**src/rtl/riscv_mem_arbiter.sv**
```systemverilog
// Round-robin IF/LS arbiter onto one single-port memory, one outstanding txn.
// Optional response watchdog with mem_err: define ARB_TIMEOUT_EN.
module riscv_mem_arbiter #(
  parameter int ADDR_W  = 32,
  parameter int DATA_W  = 32,
  parameter int TIMEOUT = 64
) (
  input  logic                clk,
  input  logic                rst,
  input  logic                if_req,
  input  logic [ADDR_W-1:0]   if_addr,
  output logic                if_gnt,
  output logic                if_rvalid,
  output logic [DATA_W-1:0]   if_rdata,
  input  logic                ls_req,
  input  logic                ls_we,
  input  logic [DATA_W/8-1:0] ls_be,
  input  logic [ADDR_W-1:0]   ls_addr,
  input  logic [DATA_W-1:0]   ls_wdata,
  output logic                ls_gnt,
  output logic                ls_rvalid,
  output logic [DATA_W-1:0]   ls_rdata,
  output logic                mem_req,
  output logic                mem_we,
  output logic [DATA_W/8-1:0] mem_be,
  output logic [ADDR_W-1:0]   mem_addr,
  output logic [DATA_W-1:0]   mem_wdata,
  input  logic                mem_gnt,
  input  logic                mem_rvalid,
  input  logic [DATA_W-1:0]   mem_rdata
`ifdef ARB_TIMEOUT_EN
  ,output logic               mem_err
`endif
);

  typedef enum logic [1:0] {
    IDLE,
    REQ,
    RSP
  } state_t;

  localparam logic OWN_IF = 1'b0;
  localparam logic OWN_LS = 1'b1;

  state_t state;
  logic owner;
  logic last;

  logic pick_ls;
  logic accept;
  logic done;
  logic to_hit;
  logic [DATA_W-1:0] rsp_data;

  // LS wins only when alone or when IF was served last
  assign pick_ls = ls_req && (!if_req || last == OWN_IF);
  assign accept  = (state == REQ) && mem_gnt;
  assign done    = (state == RSP) && (mem_rvalid || to_hit);

  assign if_gnt    = accept && owner == OWN_IF;
  assign ls_gnt    = accept && owner == OWN_LS;
  assign if_rvalid = done && owner == OWN_IF;
  assign ls_rvalid = done && owner == OWN_LS;
  assign if_rdata  = if_rvalid ? rsp_data : '0;
  assign ls_rdata  = ls_rvalid ? rsp_data : '0;

`ifdef ARB_TIMEOUT_EN
  localparam int CNT_W = $clog2(TIMEOUT) + 1;

  logic [CNT_W-1:0] cnt;

  assign to_hit = (state == RSP) && !mem_rvalid &&
                  cnt == CNT_W'(TIMEOUT - 1);
  assign mem_err  = to_hit;
  assign rsp_data = to_hit ? DATA_W'(32'hDEADBEEF) : mem_rdata;

  always_ff @(posedge clk or negedge rst) begin
    if (!rst) begin
      cnt <= '0;
    end else if (state != RSP) begin
      cnt <= '0;
    end else begin
      cnt <= cnt + CNT_W'(1);
    end
  end
`else
  assign to_hit   = 1'b0;
  assign rsp_data = mem_rdata;

  if (TIMEOUT > 0) begin : g_no_watchdog
  end
`endif

  always_ff @(posedge clk or negedge rst) begin
    if (!rst) begin
      state     <= IDLE;
      owner     <= OWN_IF;
      last      <= OWN_LS;
      mem_req   <= 1'b0;
      mem_we    <= 1'b0;
      mem_be    <= '0;
      mem_addr  <= '0;
      mem_wdata <= '0;
    end else begin
      unique case (state)
        IDLE: begin
          if (if_req || ls_req) begin
            state   <= REQ;
            mem_req <= 1'b1;
            owner   <= pick_ls;
            if (pick_ls) begin
              mem_we    <= ls_we;
              mem_be    <= ls_be;
              mem_addr  <= ls_addr;
              mem_wdata <= ls_wdata;
            end else begin
              mem_we    <= 1'b0;
              mem_be    <= '1;
              mem_addr  <= if_addr;
              mem_wdata <= '0;
            end
          end
        end
        REQ: begin
          if (mem_gnt) begin
            state   <= RSP;
            mem_req <= 1'b0;
            last    <= owner;
          end
        end
        RSP: begin
          if (done) state <= IDLE;
        end
        default: state <= IDLE;
      endcase
    end
  end

endmodule
```
**config.mk**
```make
export PLATFORM = sky130hd
export DESIGN_NAME = riscv_mem_arbiter
export DESIGN_NICKNAME = d
export VERILOG_FILES = /design/src/rtl/riscv_mem_arbiter.sv
export SDC_FILE = /design/constraint.sdc
export NUM_CORES = 1
export LEC_CHECK = 0
export ABC_AREA = 1
export CAP_MARGIN = 0
export CORE_MARGIN = 3
export CORE_UTILIZATION = 32
export DETAILED_ROUTE_END_ITERATION = 10
export GPL_TIMING_DRIVEN = 1
export PLACE_DENSITY = 0.83
export SLEW_MARGIN = 0
export SYNTH_ARGS = -nofsm -noshare
export SYNTH_HDL_FRONTEND = slang
export SYNTH_SLANG_ARGS = --single-unit
```
**constraint.sdc**
```tcl
create_clock -name clk -period 1.21 [get_ports clk]
set_input_delay 0.242 -clock clk [delete_from_list [all_inputs] [get_ports clk]]
set_output_delay 0.242 -clock clk [all_outputs]
set_load 0.02 [all_outputs]
```
==> results of run 1 <==
## cell type report
cell class,instances,area (um2),share of cell area [%]
Tap cell,143,178.9,2.101
Inverter,103,415.4,4.879
Sequential cell,74,1853,21.76
Timing Repair inverter,1,11.26,0.1323
Clock buffer,10,239.0,2.807
Timing Repair Buffer,336,3423,40.21
Clock inverter,6,73.82,0.8670
Multi-Input combinational cell,354,2320,27.24
## power breakdown
group	total (mW)	switching (mW)	internal [mW]
Clock	2.78	1.11	1.68
Combinational	10.7	6.04	4.65
Sequential	4.58	0.847	3.74
Total	18.1	7.99	10.1
## registers in the layout (all words and copies together), names as in the netlist
register,flops
mem_addr,32
mem_wdata,32
mem_be,4
state,2
last,1
mem_req,1
mem_we,1
owner,1
## critical path, cell delays in order (launching register included)
cell,delay (ns)
dfrtp_1,0.42
inv_2,0.08
nand4_1,0.12
buf_4,0.20
buf_16,0.16
nor2_1,0.13
buf_4,0.16
## stage by stage
step,setup TNS (ns),cell area (um2),setup slack (ns),utilization [%]
2_1_floorplan,-7.629,4399,-0.1416,-
3_3_place_gp,-94.23,7461,-0.9588,63.71
3_5_place_dp,-97.07,7461,-1.002,63.71
4_1_cts,-55.80,7990,-0.6059,68.23
5_1_grt,-62.39,8514,-0.6881,72.70
6_report,-53.10,8514,-0.6313,72.70
## cell usage after synthesis
cell type	number
buf_2	20
inv_1	100
buf_6	4
inv_2	3
buf_1	3
nand4_1	2
nand2_1	174
o21ai_0	6
nand3_1	98
buf_4	3
nand2_2	2
clkbuf_1	3
dfstp_2	1
nor2_1	66
dfrtp_1	73
nor2_4	2
o31ai_1	2
nand2_4	1
nor2_2	1
## layer usage
layer  vias to the layer above  GRT usage, %  share of wire [%]
li1                       2327             -                  -
met1                      2231         28.11                 38
met2                       220         39.29                 52
met3                        34         6.324                7.3
met4                         0         8.410                2.6
met5                         -             0                  0
## logic make-up (layout without fill, tap and decap cells)
kind of cell,Yosys count,after routing,synth area share [%]
buffers and inverters,136,456,14.67
and+or+nand+nor,346,346,37.05
DFF,74,74,47.14
AOI/OAI and AO/OA,8,8,1.146
## placed cells by master (no fill, tap or decap), drive strengths merged
| master | netlist | routed |
|---|---|---|
| buf | 30 | 192 |
| nand2 | 177 | 177 |
| clkdlybuf4s50 | 0 | 136 |
| inv | 103 | 105 |
| nand3 | 98 | 98 |
| dfrtp | 73 | 73 |
| nor2 | 69 | 69 |
| clkbuf | 3 | 16 |
| o21ai | 6 | 6 |
| nand4 | 2 | 2 |
| clkinv | 0 | 2 |
| clkinvlp | 0 | 2 |
| o31ai | 2 | 2 |
| bufinv | 0 | 1 |
| dlygate4sd3 | 0 | 1 |
| dlymetal6s2s | 0 | 1 |
| dfstp | 1 | 1 |
## repair_timing
item | in CTS | in global routing
hold buffers | 1 | 0
gates cloned | 9 | 8
pin swaps | 9 | 46
setup buffers | 17 | 6
endpoints found under the setup margin | 208 | 146
resized for setup | 693 | 142
endpoints found under the hold margin | 18 | 0
## worst max path at each step
stage	end	cells past startpoint	slack [ns]	from
3_5_place_dp	if_rdata[3]	5	-1.00	mem_rvalid
5_1_grt	if_rdata[1]	6	-0.69	owner
3_3_place_gp	if_rdata[3]	5	-0.96	mem_rvalid
6_report	if_rdata[1]	6	-0.63	owner
4_1_cts	if_rdata[2]	7	-0.61	owner
2_1_floorplan	ls_rdata[10]	4	-0.14	state[0]
==> results.yml, run 1 <==
worst_setup_path:
  critPathKind: "flop to primary output"
  rr_worst_depth: 10
  endpoint_kind: "primary output"
  reg2reg_from: "state[1]"
  worstPathMaxFanout: 8
  critical_path.reg2reg.endpoint: "mem_addr[14]"
  worst_ep_required_time_ns: 0.97
  rrSetupSlack_ns: -0.27
  timing.critical_path.arrival_ns: 1.60
  cp-start-kind: "flop"
detailed_routing:
  first_pass_iters: 4
  route.detailed.drc: 0
  drtIter0Drc: 299
  drt-vias-per-instance: 4.685
  antenna_left: 0
  wl_per_cell_um: 17.12
  vias: 4812
  wirelength_um: 17580
synth:
  synth.yosys.warnings: 0
  synthDominantAreaCellType: "dfrtp_1"
  postSynthCellCount: 564
  postSynthNetCount: 703
  ranking_of_synthesized_cells_by_area: "dfrtp_1, nand2_1, nand3_1"
  synthesis.area_per_instance_um2: 6.970
  post_synth_num_cell_types: 19
  synth.yosys.seq_area_share_pct: 47.14
  netlist_area_um2: 3931
  synthDominantCellAreaShare_pct: 46.47
  synth.ff_latch_count: 74
clock_tree:
  cts_made_buffers: 9
  cts.reportedPaths.clkPinSlew_ns: 0.06
  cts.sinks: 74
  cts.path.max_buffers: 2
  clock_tree_root_driver_cell: "clkbuf_16"
  cts_tree: "built"
  clock_tree.htree_level_count: 3
  clock_latency_ns: 0.33
die:
  io-pin-count: 277
  fp.dieH_um: 116.8
  fp.dieArea_um2: 13650
  floorplan.initialDensity_pct: 33.57
  rows: 39
  core_area_um2: 11710
  die_x_um: 116.8
global_routing:
  grt_max_degree: 33
  groute.usage.overall_pct: 23.11
  via_count_of_the_first_global_routing_pass: 4555
  grt_first_pass_wirelength_um: 24300
  antenna_found_initial: 0
  grt.overflow.total: 0
place:
  dp.final_hpwl_um: 11280
  globalplace.congestion: 0.8349
  place.port_buffers: 276
  numPlacedInstances: 979
sta:
  timing.final.max_slew_violations: 0
  finClkSkew_ns: 0.006237
  maxClockFrequency_mhz: 543.1
  final_min_period_over_clock_period_pct: 152.2
  report.final.hold_viol_count: 0
  postLayoutSetupSlackWorst_ns: -0.6313
  slew_headroom_pct: 77.84
  tightest_pin_transition_ns: 0.3324
  hold-worst-slack_ns: 0.2110
  final_number_of_setup_violating_endpoints: 140
  grt_setup_unrepaired: "yes"
  timing.final.crit_period_ns: 1.841
pwr:
  max_vdd_drop_v: 0.001142
  p_per_area_nw_per_um2: 2121
  power.total_mw: 18.06
  leakage_nw: 4.380
worst_hold_path:
  min_path_type: "input pin to flop"
  min-delay-start: "mem_rvalid"
  min_delay_worst_endpoint: "state[1]"
  whs_path_depth: 2
final_layout:
  syn_to_final_growth_pct: 116.6
  fillers: 861
  final_antenna_diode_count: 0
  final_nets: 1018
  drive_gt1_share_pct: 42.42
  instances_no_fill: 1027
status:
  failing_checks: "negative setup slack"
  status: "finished, violations left"
flow_run:
  cap_violations: 0
No activity file was read; power rests on OpenSTA's default activity.
==> run 2, diff against run 1 <==
Settings changed: CAP_MARGIN 0 to default, CORE_MARGIN 3 to 1.5, HOLD_SLACK_MARGIN from default to 0.02.
==> run 2 against run 1 <==
Compared with the run above: the flow still finishes with violations (negative setup slack); power is 1.5% lower; sequential share of layout area increased by 0.41 points; register-to-register slack worse by 0.21 ns; global-route usage rose by 2.1 points; setup slack better by 0.072 ns; clock power rose by 9.7%; first-iteration DRC count shrank 14%; core utilization is 3.1 points lower; via count up 0.46%; cell count is 1.3% higher; critical endpoint is now ls_rdata[13]; routed wire length decreased by 3.3%; clock skew is essentially flat.
==> results.yml, run 2 (same netlist as run 1, synthesis figures left out) <==
status:
  status: "finished, violations left"
  failing_checks: "negative setup slack"
clock_tree:
  clock_latency_ns: 0.32
  cts.reportedPaths.clkPinSlew_ns: 0.06
  cts.path.max_buffers: 2
  cts.sinks: 74
  cts_made_buffers: 9
  clock_tree.htree_level_count: 3
  clock_tree_root_driver_cell: "clkbuf_16"
  cts_tree: "built"
final_layout:
  syn_to_final_growth_pct: 112.5
  fillers: 917
  drive_gt1_share_pct: 34.04
  post-route-cell-area_um2: 8356
  final_antenna_diode_count: 0
  top_regs: "mem_addr x32, mem_wdata x32, mem_be x4"
  final_core_utilization_pct: 69.56
  final_nets: 1027
  mostFrequentLayoutCell: "nand2_1"
  layout.cells.most_common_list: "nand2_1, clkdlybuf4s50_1, nand3_1, inv_1, dfrtp_1"
detailed_routing:
  wl_per_cell_um: 16.35
  drt-vias-per-instance: 4.648
  antenna_left: 0
  vias: 4834
  first_pass_iters: 4
  route.detailed.drc: 0
  wirelength_um: 17000
  drtIter0Drc: 257
place:
  place_worst_setup_slack_ns: -1.024
  place.port_buffers: 276
  dp.final_hpwl_um: 10840
  globalplace.congestion: 0.7916
  placed_cell_area_um2: 7486
sta:
  slew_headroom_pct: 76.87
  timing.final.crit_period_ns: 1.770
  timing.final.max_slew_violations: 0
  report.final.hold_viol_count: 0
  final_number_of_setup_violating_endpoints: 140
  postLayoutSetupSlackWorst_ns: -0.5598
  final_min_period_over_clock_period_pct: 146.3
  finClkSkew_ns: 0.006309
  grt_setup_unrepaired: "yes"
  maxClockFrequency_mhz: 565.0
  tightest_pin_transition_ns: 0.3470
worst_setup_path:
  worstPathCellList: "clkdlybuf4s50_1, nand4_1, buf_6, buf_12, nor2_4, buf_6"
  cp-start-kind: "input pin"
  largest_stage_delay_on_the_critical_path_ns: 0.53
  worst-path-buf-inv: 4
  cp_top_family: "buffers and inverters"
  endpoint_kind: "primary output"
  cp_common_cell: "buf_6"
  timing.critical_path.arrival_ns: 1.53
  critPathKind: "input pin to primary output"
  worstPathMaxFanout: 7
  worst_ep_required_time_ns: 0.97
  crit_path_top_delay_cell: "clkdlybuf4s50_1"
pwr:
  p_per_area_nw_per_um2: 2129
  leakage_nw: 4.363
  max_vdd_drop_v: 0.001350
die:
  core_area_um2: 12010
  die_x_um: 113.8
  fp.dieArea_um2: 12960
  fp.dieH_um: 113.8
  io-pin-count: 277
  floorplan.initialDensity_pct: 32.73
  rows: 40
flow_run:
  cap_violations: 0
global_routing:
  grt_first_pass_wirelength_um: 25260
  grt_max_degree: 35
  groute.usage.overall_pct: 25.19
  grt-busiest-layer: "met2"
  via_count_of_the_first_global_routing_pass: 4721
  grtUsageMet2_pct: 43.61
  grt.overflow.total: 0
  grt_met3_use_pct: 5.739
  global_route.usage.met1_pct: 32.17
  antenna_found_initial: 0
worst_hold_path:
  min_path_type: "input pin to asynchronous set/reset pin"
-- run 2: cell types whose count changed in the layout (fill, tap and decap cells not counted), moves of 3 or more --
cell,before,now
buf_6,66,70
nand3_1,74,97
bufbuf_16,0,3
clkbuf_16,15,11
buf_8,7,2
nand3_2,21,0
nand2_2,47,2
buf_2,67,70
buf_16,7,11
nand2_4,11,1
buf_4,31,34
nand2_1,119,174
-- run 2: metrics by stage --
step	power (mW)	TNS, ns	hold slack [ns]	std cells
3_5_place_dp	13.41	-90.72	0.1633	988
5_1_grt	18.82	-75.20	0.3906	1040
4_1_cts	17.81	-60.77	0.3684	1034
6_report	17.79	-65.89	0.3703	1040
2_1_floorplan	8.999	-7.629	-0.05359	564
3_3_place_gp	13.23	-87.72	0.1609	988
-- run 2: routing by layer --
layer	up-vias	part of all wire, %
met5	-	0
met4	0	1.7
met3	24	6.7
met2	196	50
met1	2272	41
li1	2342	-
-- run 2: layout make-up --
type / count / area (um2) / area share (%)
clock buffers: 10 / 229.0 / 2.740
inverters: 103 / 404.1 / 4.837
well taps: 147 / 183.9 / 2.201
repair inverters: 1 / 8.758 / 0.1048
multi-input cells: 354 / 2006 / 24.00
repair buffers: 345 / 3556 / 42.56
flip-flops and latches: 74 / 1853 / 22.18
clock inverters: 6 / 115.1 / 1.378
-- run 2: worst paths after layout --
path	startpoint	to	slack, ns	cells past startpoint
worst max-delay path	mem_rvalid	ls_rdata[13]	-0.56	6
worst min-delay path	rst	mem_wdata[0]	0.37	2
worst max register to register	state[1]	mem_be[3]	-0.48	10
worst min register to register	mem_wdata[7]	mem_wdata[7]	0.47	2
max in group asynchronous	rst	last	0.31	3
min in group clk	mem_wdata[7]	mem_wdata[7]	0.47	2
-- run 2: worst register-to-register path, delay by kind of cell, from the launching register on --
kind	cells	cell delay (ns)
buf+inv	6	0.76
flops	1	0.42
simple gates	4	0.40
-- run 2: repair_timing --
action | CTS | global route
pin swaps | 3 | 3
gates resized for setup | 688 | 59
endpoints found under the setup margin | 210 | 166
hold buffers | 1 | 0
setup buffers | 14 | 6
cloned | 15 | 2
endpoints found under the hold margin | 19 | 0
-- run 2: where the power goes --
| group | switching (mW) | internal, mW |
|---|---|---|
| Combinational | 5.65 | 4.69 |
| Sequential | 0.665 | 3.73 |
| Clock | 1.03 | 2.02 |
| Total | 7.34 | 10.4 |
